File: src/rtl/led_pwm_ctrl.sv
// PWM dimming and overcurrent protection controller for the analog LED current regulator.
// Soft-ramps the applied duty toward a programmed target and retries or locks out on overcurrent.
//
// state | meaning
// IDLE  | disabled, all counters cleared, waiting for en
// RAMP  | PWM active, duty_cur steps one LSB per period toward target
// RUN   | PWM active at target duty, fault count cleared on entry
// FAULT | PWM off, ovc ignored, retry timer running
// LOCK  | PWM off after too many faults, only en=0 leaves
module led_pwm_ctrl #(
    parameter int CNT_W        = 8,
    parameter int DEB          = 4,
    parameter int RETRY_CYCLES = 1024,
    parameter int MAX_RETRY    = 3
) (
    input  logic             clk,
    input  logic             rst_n,
    input  logic             en,
    input  logic [CNT_W-1:0] duty_i,
    input  logic             duty_load,
    input  logic             ovc_i,
    output logic             pwm_o,
    output logic [1:0]       mux_sel_o,
    output logic             fault_o,
    output logic [2:0]       state_o,
    output logic [CNT_W-1:0] duty_cur_o
);

    typedef enum logic [2:0] {
        S_IDLE  = 3'd0,
        S_RAMP  = 3'd1,
        S_RUN   = 3'd2,
        S_FAULT = 3'd3,
        S_LOCK  = 3'd4
    } state_t;

    localparam int DEB_W = $clog2(DEB + 1);
    localparam int RT_W  = $clog2(RETRY_CYCLES + 1);
    localparam int FC_W  = $clog2(MAX_RETRY + 1);

    localparam logic [CNT_W-1:0] CNT_LAST = {{(CNT_W-1){1'b1}}, 1'b0};
    localparam logic [DEB_W-1:0] DEB_MAX  = DEB_W'(DEB);
    localparam logic [RT_W-1:0]  RT_LOAD  = RT_W'(RETRY_CYCLES - 1);
    localparam logic [FC_W-1:0]  FC_MAX   = FC_W'(MAX_RETRY);

    state_t           r_state, w_state_nxt;
    logic [CNT_W-1:0] r_cnt, w_cnt_nxt;
    logic [CNT_W-1:0] r_duty_cur, w_duty_nxt;
    logic [CNT_W-1:0] r_target, w_target_nxt;
    logic [FC_W-1:0]  r_fault_cnt, w_fc_nxt;
    logic [DEB_W-1:0] r_deb_cnt, w_deb_nxt, w_deb_inc;
    logic [RT_W-1:0]  r_retry, w_retry_nxt;
    logic [1:0]       r_mux, w_mux_nxt;
    logic             r_ovc_meta, r_ovc_s;
    logic             r_pwm, w_pwm_nxt;
    logic             w_active, w_wrap, w_fault_det;

    always_ff @(posedge clk or negedge rst_n) begin
        if (!rst_n) begin
            r_state     <= S_IDLE;
            r_cnt       <= '0;
            r_duty_cur  <= '0;
            r_target    <= '0;
            r_fault_cnt <= '0;
            r_deb_cnt   <= '0;
            r_retry     <= '0;
            r_mux       <= '0;
            r_ovc_meta  <= 1'b0;
            r_ovc_s     <= 1'b0;
            r_pwm       <= 1'b0;
        end else begin
            r_state     <= w_state_nxt;
            r_cnt       <= w_cnt_nxt;
            r_duty_cur  <= w_duty_nxt;
            r_target    <= w_target_nxt;
            r_fault_cnt <= w_fc_nxt;
            r_deb_cnt   <= w_deb_nxt;
            r_retry     <= w_retry_nxt;
            r_mux       <= w_mux_nxt;
            r_ovc_meta  <= ovc_i;
            r_ovc_s     <= r_ovc_meta;
            r_pwm       <= w_pwm_nxt;
        end
    end

    always_comb begin
        w_state_nxt  = r_state;
        w_cnt_nxt    = r_cnt;
        w_duty_nxt   = r_duty_cur;
        w_target_nxt = duty_load ? duty_i : r_target;
        w_fc_nxt     = r_fault_cnt;
        w_retry_nxt  = r_retry;
        w_mux_nxt    = r_mux;

        w_active  = (r_state == S_RAMP) || (r_state == S_RUN);
        w_wrap    = (r_cnt == CNT_LAST);
        w_pwm_nxt = w_active && (r_cnt < r_duty_cur);

        // Debounce is frozen at zero while faulted so a retry needs a fresh DEB-long assertion.
        w_deb_inc = (r_deb_cnt == DEB_MAX) ? r_deb_cnt : r_deb_cnt + 1'b1;
        if (!r_ovc_s || (r_state == S_FAULT) || (r_state == S_LOCK))
            w_deb_nxt = '0;
        else
            w_deb_nxt = w_deb_inc;
        w_fault_det = w_active && r_ovc_s && (w_deb_inc == DEB_MAX);

        if (!w_active)
            w_mux_nxt = 2'b00;
        else if (r_cnt == '0)
            w_mux_nxt = r_duty_cur[CNT_W-1 -: 2];

        case (r_state)
            S_IDLE: begin
                w_cnt_nxt = '0;
                if (en)
                    w_state_nxt = S_RAMP;
            end
            S_RAMP: begin
                w_cnt_nxt = w_wrap ? '0 : r_cnt + 1'b1;
                if (w_wrap) begin
                    if (r_duty_cur == r_target) begin
                        w_state_nxt = S_RUN;
                        w_fc_nxt    = '0;
                    end else if (r_target > r_duty_cur) begin
                        w_duty_nxt = r_duty_cur + 1'b1;
                    end else begin
                        w_duty_nxt = r_duty_cur - 1'b1;
                    end
                end
            end
            S_RUN: begin
                w_cnt_nxt = w_wrap ? '0 : r_cnt + 1'b1;
                if (w_wrap && (r_target != r_duty_cur))
                    w_state_nxt = S_RAMP;
            end
            S_FAULT: begin
                w_cnt_nxt = '0;
                if (r_retry == '0) begin
                    if (r_fault_cnt < FC_MAX) begin
                        w_state_nxt = S_RAMP;
                        w_duty_nxt  = '0;
                    end else begin
                        w_state_nxt = S_LOCK;
                    end
                end else begin
                    w_retry_nxt = r_retry - 1'b1;
                end
            end
            S_LOCK: begin
                w_cnt_nxt = '0;
            end
            default: begin
                w_state_nxt = S_IDLE;
                w_cnt_nxt   = '0;
            end
        endcase

        // Fault entry overrides any ramp step or RAMP->RUN move on the same edge.
        if (w_fault_det) begin
            w_state_nxt = S_FAULT;
            w_cnt_nxt   = '0;
            w_duty_nxt  = r_duty_cur;
            w_retry_nxt = RT_LOAD;
            w_pwm_nxt   = 1'b0;
            w_fc_nxt    = (r_fault_cnt == {FC_W{1'b1}}) ? r_fault_cnt : r_fault_cnt + 1'b1;
        end

        if (!en) begin
            w_state_nxt = S_IDLE;
            w_cnt_nxt   = '0;
            w_duty_nxt  = '0;
            w_fc_nxt    = '0;
            w_deb_nxt   = '0;
            w_retry_nxt = '0;
            w_pwm_nxt   = 1'b0;
            w_mux_nxt   = 2'b00;
        end
    end

    assign pwm_o      = r_pwm;
    assign mux_sel_o  = r_mux;
    assign fault_o    = (r_state == S_FAULT) || (r_state == S_LOCK);
    assign state_o    = r_state;
    assign duty_cur_o = r_duty_cur;

endmodule

File: config.mk
export PLATFORM = sky130hd
export DESIGN_NAME = led_pwm_ctrl
export DESIGN_NICKNAME = d
export VERILOG_FILES = /design/src/rtl/led_pwm_ctrl.sv
export SDC_FILE = /design/constraint.sdc
export NUM_CORES = 1
export LEC_CHECK = 0
export CAP_MARGIN = 20
export CORE_UTILIZATION = 57
export DETAILED_ROUTE_END_ITERATION = 8
export PLACE_DENSITY = 0.77
export SYNTH_ARGS = -nofsm -noshare
export SYNTH_HDL_FRONTEND = slang
export SYNTH_SLANG_ARGS = --single-unit
export TNS_END_PERCENT = 20
File: constraint.sdc
create_clock -name clk -period 4.65 [get_ports clk]
set_clock_uncertainty 0.2 [all_clocks]
set_input_delay 1.1625 -clock clk [delete_from_list [all_inputs] [get_ports clk]]
set_output_delay 1.1625 -clock clk [all_outputs]
set_load 0.01 [all_outputs]
==> results of run 1 <==
-- synthesized netlist by cell type (4+ instances only) --
| master | instances | area, sq um |
|---|---|---|
| nor2_1 | 28 | 105 |
| nand3_1 | 10 | 50.1 |
| nand2b_1 | 4 | 25.0 |
| inv_1 | 24 | 90.1 |
| nor3_1 | 6 | 30.0 |
| xnor2_1 | 5 | 43.8 |
| mux2_2 | 8 | 90.1 |
| nand4_1 | 7 | 43.8 |
| a21oi_1 | 23 | 115 |
| dfrtp_1 | 48 | 1200 |
| o21ai_0 | 12 | 60.1 |
| ha_1 | 28 | 350 |
| nand2_1 | 23 | 86.3 |
| xor2_1 | 13 | 114 |
-- stage by stage --
step	util	setup slack, ns
after global placement	0.671	1.00
final	0.699	0.825
after CTS	0.695	0.833
after floorplan	-	1.16
after detailed placement	0.671	0.862
after global routing	0.699	0.542
-- final timing paths --
path / cells past startpoint / slack (ns) / to / from
worst max-delay path: 13 / 0.83 / duty_cur_o[7] / duty_cur_o[1]
worst min-delay path: 0 / 0.16 / r_ovc_s / r_ovc_meta
worst max register to register: 13 / 0.83 / duty_cur_o[7] / duty_cur_o[1]
worst min register to register: 0 / 0.16 / r_ovc_s / r_ovc_meta
max in group asynchronous: 2 / 3.29 / r_target[6] / rst_n
min in group asynchronous: 1 / 0.48 / duty_cur_o[3] / rst_n
-- state kept, by name, indices dropped and copies added, names as in the netlist --
signal / cells
duty_cur_o: 8
mux_sel_o: 2
pwm_o: 1
r_cnt: 8
r_deb_cnt: 3
r_fault_cnt: 2
r_ovc_meta: 1
r_ovc_s: 1
r_retry: 11
r_target: 8
state_o: 3
-- routing by layer --
layer | vias to the layer above | wire length, um | part of all wire | track usage
met5 | - | 0 | 0 | 0
met4 | 0 | 46 | 0.0080 | 0.0598
met3 | 4 | 163 | 0.028 | 0.0494
met2 | 36 | 2870 | 0.50 | 0.412
met1 | 1060 | 2660 | 0.46 | 0.307
li1 | 1115 | - | - | -
-- placed cells by master (no fill, tap or decap), types with 3 or more instances in the layout --
master           synthesis  routed
mux2_2                   8       8
nor3_1                   6       6
clkbuf_8                 0       5
nand4_1                  7       7
nand2_1                 23      23
nand4b_1                 3       3
xnor2_1                  5       5
a21oi_1                 23      23
o21a_1                   3       3
nand2b_1                 4       4
dfrtp_1                 48      48
nor2b_1                  3       3
xor2_1                  13      13
clkdlybuf4s50_1          0      26
nor2_1                  28      28
o21ai_0                 12      12
nand3_1                 10      10
inv_1                   24      24
ha_1                    28      28
o31ai_1                  3       3
-- cells by family (layout without fill, tap and decap cells) --
group                      count (synthesis)  after routing  share of synthesized area
AOI/OAI and AO/OA                         62             62                      0.139
xor gates and xnor gates                  18             18                     0.0543
adders and majority gates                 29             29                      0.128
buffers and inverters                     29             60                     0.0379
DFF                                       48             48                      0.414
muxes                                      9              9                     0.0345
and+or+nand+nor                          103            103                      0.193
-- power by group --
| group | internal [W] | switching, W | total [W] |
|---|---|---|---|
| logic | 0.000103 | 0.000125 | 0.000227 |
| registers | 0.000439 | 0.0000302 | 0.000469 |
| clock network | 0.000162 | 0.000149 | 0.000311 |
-- cell type report --
cell class,instances,share of cell area
Multi-Input combinational cell,221,0.473
Sequential cell,48,0.357
Timing Repair Buffer,28,0.0847
Inverter,24,0.0267
Tap cell,67,0.0249
Clock buffer,5,0.0204
Clock inverter,3,0.0137
-- worst reg2reg max path: cells and delay by family, from the launching register on --
family	cells	cell delay (ns)
AOI/OAI and AO/OA	5	0.95
DFF	1	0.41
and+or+nand+nor	5	1.48
buffers and inverters	1	0.11
adders and majority gates	2	0.60
==> results by group, run 1 <==
Run status
  • Run status: complete, no violations

Placement
  • Post-detail-place hpwl: 4230 um
  • IO Port Bufs: 27
  • Placed Instance Area: roughly 0.0032 sq mm
  • Weighted congestion reported at the end of routability-driven placement: approximately 0.83
  • Dpl cells: 387

Yosys
  • Cell area after technology mapping: 0.00290 sq mm
  • Register area share after synthesis: 0.414
  • Number of standard cells after synthesis: 298
  • Register bit count reported by yosys: 48
  • Synth unique cells: 53
  • Total of warnings raised by yosys: 0
  • Number of synthesized flops with an enable pin: 0
  • Post-synthesis area per instance: just under 10 sq um
  • Synthesized net count: between 300 and 400
  • FFs w/ async S/R, synth: 1.00
  • Dominant register cell in the synthesized netlist: dfrtp_1

Worst setup path
  • CP Cell Sequence: inv_1, ha_1, nand4_1, or2_2, nand2_1, and2_1, ha_1, a21oi_1, o221ai_1, o41ai_1, a21oi_1, or4b_1, o211ai_1
  • Slowest cell delay on critical path: 0.51 ns
  • Slowest cell on crit path: or4b_1
  • Worst path top cell family by delay: simple AND/OR/NAND/NOR gates
  • Critical Path End Type: flop
  • Worst-path maximum fanout: 7
  • Worst Path Buf+Inv: 1
  • Critical path class: flop to flop
  • Data arrival at the endpoint of the critical path: 3.85 ns
  • Worst path required time: roughly 4.7 ns
  • Nature of the critical path startpoint: flop

STA
  • Period minus WS final: 3.82 ns
  • Max Clock Freq: 261 MHz
  • Final Hold Violating Endpoints: 0
  • Worst slew margin relative to its limit: 0.323
  • Period Utilization, post-route: 0.823
  • Hold Worst Slack: 0.160 ns
  • Number of slew-limit violations in the final report: 0
  • Setup violations, final: 0
  • Setup_tns: 0 ns
  • Actual transition at the worst max-transition pin: 1.02 ns
  • RSZ-0062 raised after global routing: no

Routing
  • Overall via count from detail_route: around 2200
  • Remaining routing DRC violations: 0
  • Drt first pass iters: 4
  • Detailed-route vias per instance: 5.59
  • Wire length reported by the detailed router: 5750 um
  • Routed len/inst: 14.5 um
  • Post-route antenna net violation count: 0
  • Initial detailed-routing violation count: 90

Power
  • Worst IR drop on VDD: 0.176 mV
  • Standby leakage power: 1.43 nW
  • Overall power consumption: a little over 0.001 W
  • Pwr Density: around 300 mW/mm^2

Global route
  • Global-route wire length before repair: 9750 um
  • GRT Resource Usage Total: 0.239
  • Total global routing overflow: 0
  • Pin count of the biggest net entering global routing: between 40 and 50
  • Initial antenna violation count: 0
  • Number of global-route vias before repair: ~2200

Die
  • Die Y: between 70 and 80 um
  • Count of boundary I/O pins: 28
  • Die Footprint: between 0.005 and 0.006 sq mm
  • Number of rows in the core area: 25
  • Die width: 73.4 um
  • Initial core utilization: 0.603
  • Core box area: a little under 0.005 sq mm

Finish
  • Fillers: 415
  • Register area: 0.00120 sq mm
  • Area growth syn-to-layout: 16.0%
  • Footprint of the multi-input gates: 0.00159 sq mm
  • Number of standard cells in the layout, taps in and fillers out: around 400
  • Summed area of non-filler cells in the final layout: ~0.0034 sq mm
  • Diodes inserted: 0
  • Number of nets in the finished design: between 300 and 400
  • Fraction of layout cells with a size suffix above 1: 0.0821

Min path
  • Class of the most critical hold timing path: flop to flop

Clock tree
  • Clock network latency to the later pin of the worst-skew pair: between 0.3 and 0.4 ns
  • Maximum level of the CTS H-tree: 2
  • Number of sinks on the clock net: 48
  • Num CTS Buffers: 5
  • Setup Fix Bufs, Post-CTS: 0
  • CTS-repair resized insts: 0
  • CTS Hold Bufs: 0
  • TritonCTS clock tree: yes
  • Clock root buffer: clkbuf_8
  • Clock transition at the register clock pins on the worst setup and hold paths after CTS: 0.09 ns
  • Maximum clock insertion buffer count: 2

Job
  • Max Cap Violations: 0
Power figures use the tool's default switching activity.
==> run 2: changes to the inputs <==
clock period = 3.9 ns   (was 4.65 ns; I/O delays follow)
==> results by group, run 2 (synthesis results as in run 1) <==
Worst setup path
  • Critical Path End Type: flop
  • Worst path top cell family by delay: simple AND/OR/NAND/NOR gates
  • Source of the critical timing path: duty_cur_o[1]
  • Data arrival at the endpoint of the critical path: 3.68 ns (-0.17 ns)
  • Worst-path maximum fanout: 7 (unchanged)
  • Critical path class: flop to flop
  • FF-to-FF Start: duty_cur_o[1]
  • Worst Path Buf+Inv: 1 (unchanged)
  • Slowest cell delay on critical path: 0.53 ns (+0.02 ns)
  • Nature of the critical path startpoint: flop
  • CP Cell Sequence: inv_1, ha_1, nand4_1, or2_2, nand2_1, and2_2, ha_1, a21oi_1, o221ai_1, o41ai_2, a21oi_1, or4b_1, o211ai_1
  • Worst path required time: 3.91 ns (-0.77 ns)
  • Slowest cell on crit path: or4b_1

Global route
  • Pin count of the biggest net entering global routing: 49 (unchanged)
  • Initial antenna violation count: 0 (unchanged)
  • GRT Resource Usage Total: 0.234 (-0.00459)
  • Global-route wire length before repair: 9650 um (-1.1%)
  • Number of global-route vias before repair: 2118 (-2.1%)
  • Total global routing overflow: 0 (unchanged)

STA
  • Final Hold Violating Endpoints: 0 (unchanged)
  • Actual transition at the worst max-transition pin: 0.991 ns (-0.0249 ns)
  • Final Worst Setup Slack: 0.233 ns (-0.592 ns)
  • Setup violations, final: 0 (unchanged)
  • RSZ-0062 raised after global routing: no
  • Worst slew margin relative to its limit: 0.339 (+0.0166)
  • Period minus WS final: 3.67 ns (-0.158 ns)
  • Setup_tns: 0 ns (unchanged)
  • Number of slew-limit violations in the final report: 0 (unchanged)
  • Max Clock Freq: 273 MHz (+4.3%)
  • Period Utilization, post-route: 0.940 (+0.118)

Routing
  • Wire length reported by the detailed router: 5650 um (-1.7%)
  • Routed len/inst: 14.2 um (-2.2%)
  • Drt first pass iters: 5 (+1)
  • Initial detailed-routing violation count: 99 (+10%)
  • Post-route antenna net violation count: 0 (unchanged)
  • Overall via count from detail_route: 2246 (+1.4%)
  • Detailed-route vias per instance: 5.64 (+0.89%)
  • Remaining routing DRC violations: 0 (unchanged)

Run status
  • Run status: complete, no violations

Finish
  • Top library cells by usage in the layout, fill and taps aside: 48 x dfrtp_1, 28 x nor2_1, 28 x ha_1, 26 x clkdlybuf4s50_1, 24 x inv_1
  • Area growth syn-to-layout: 16.2%
  • Diodes inserted: 0 (unchanged)
  • Largest register FFs: 11 (unchanged)
  • Register bank with the most flops: r_retry
  • Number of nets in the finished design: 372 (+0.54%)
  • Fraction of layout cells with a size suffix above 1: 0.0937 (+0.0116)
  • Most common cell after layout, fill and taps aside: dfrtp_1

Clock tree
  • TritonCTS clock tree: yes
  • Number of sinks on the clock net: 48 (unchanged)
  • Clock transition at the register clock pins on the worst setup and hold paths after CTS: 0.09 ns (about the same)
  • Clock root buffer: clkbuf_8
  • Maximum level of the CTS H-tree: 2 (unchanged)
  • Clock network latency to the later pin of the worst-skew pair: 0.30 ns (about the same)
  • Num CTS Buffers: 5 (unchanged)
  • Maximum clock insertion buffer count: 2 (unchanged)

Min path
  • Hold path start: r_ovc_meta
  • Class of the most critical hold timing path: flop to flop

Power
  • Sequential share of power: 0.487 (+0.021)
  • Power share of the clock group: 0.272 (-0.037)
  • Overall power consumption: 0.00115 W (+14%)
  • Standby leakage power: 1.44 nW (+0.61%)
  • Worst IR drop on VDD: 0.204 mV (+16%)
  • Power Internal: 0.000792 W (+13%)
  • Gate power share: 0.241 (+0.015)
  • Pwr Density: 340 mW/mm^2 (+14%)
  • Share of total power consumed by net switching: 0.309 (+0.00749)
  • Reported net switching power: 0.000354 W (+17%)

Die
  • Die Y: 73.4 um (unchanged)
  • Number of rows in the core area: 25 (unchanged)
  • Count of boundary I/O pins: 28 (unchanged)
  • Die width: 73.4 um (unchanged)
  • Initial core utilization: 0.603 (unchanged)
  • Die Footprint: 0.00538 sq mm (unchanged)
  • Core box area: 0.00482 sq mm (unchanged)

Placement
  • Post-detail-place hpwl: 4100 um (-3.2%)
  • Worst slack after detailed placement: 0.176 ns (-0.686 ns)
  • IO Port Bufs: 27 (unchanged)
  • Weighted congestion reported at the end of routability-driven placement: 0.837 (+0.32%)

Job
  • Max Cap Violations: 0 (unchanged)
## run 2: changes by cell type in the layout (fill, tap and decap cells not counted), sizes merged
cell      previous run  this run
clkinvlp             1         2
inv                 25        24
bufinv               1         0
clkbuf               5         6
buf                  2         4
## run 2: final cells by class
type / count / area (sq um)
repair buffers: 30 / 300
fillers: 399 / 1440
inverters: 24 / 90.1
flip-flops and latches: 48 / 1200
well taps: 67 / 83.8
clock inverters: 2 / 15.0
multi-input cells: 221 / 1600
clock buffers: 6 / 82.6
## run 2: power groups by stage
stage	sequential [W]	clock, W	combinational, W
3_3_place_gp	0.000567	0	0.000264
5_1_grt	0.000563	0.000346	0.000308
6_report	0.000558	0.000312	0.000276
2_1_floorplan	0.000561	0	0.000183
3_5_place_dp	0.000568	0	0.000271
4_1_cts	0.000558	0.000320	0.000273
## run 2: layer usage
metal	up-vias	track usage	wire, um
met4	0	0.0662	69
met1	1078	0.302	2660
met5	-	0	0
met3	10	0.0453	192
li1	1115	-	-
met2	43	0.401	2730
## run 2: metrics by stage
stage	hold slack, ns	cell area (sq um)	instances	util
2_1_floorplan	0.131	2900	298	-
3_3_place_gp	0.134	3250	389	0.674
3_5_place_dp	0.143	3250	389	0.674
4_1_cts	0.163	3350	397	0.695
5_1_grt	0.167	3370	398	0.701
6_report	0.160	3370	398	0.701
## run 2: worst paths after layout
kind | endpoint | slack [ns] | cells past startpoint
setup / recovery | duty_cur_o[7] | 0.23 | 13
hold / removal | r_ovc_s | 0.16 | 0
setup reg to reg | duty_cur_o[7] | 0.23 | 13
hold reg to reg | r_ovc_s | 0.16 | 0
max in group asynchronous | state_o[2] | 2.68 | 2
min in group asynchronous | duty_cur_o[3] | 0.33 | 1
## run 2: repair_timing
item,CTS,global route
setup endpoints to repair,0,1
hold buffers,0,0
buffers inserted,0,0
gates resized for setup,0,2
hold endpoints to repair,0,0
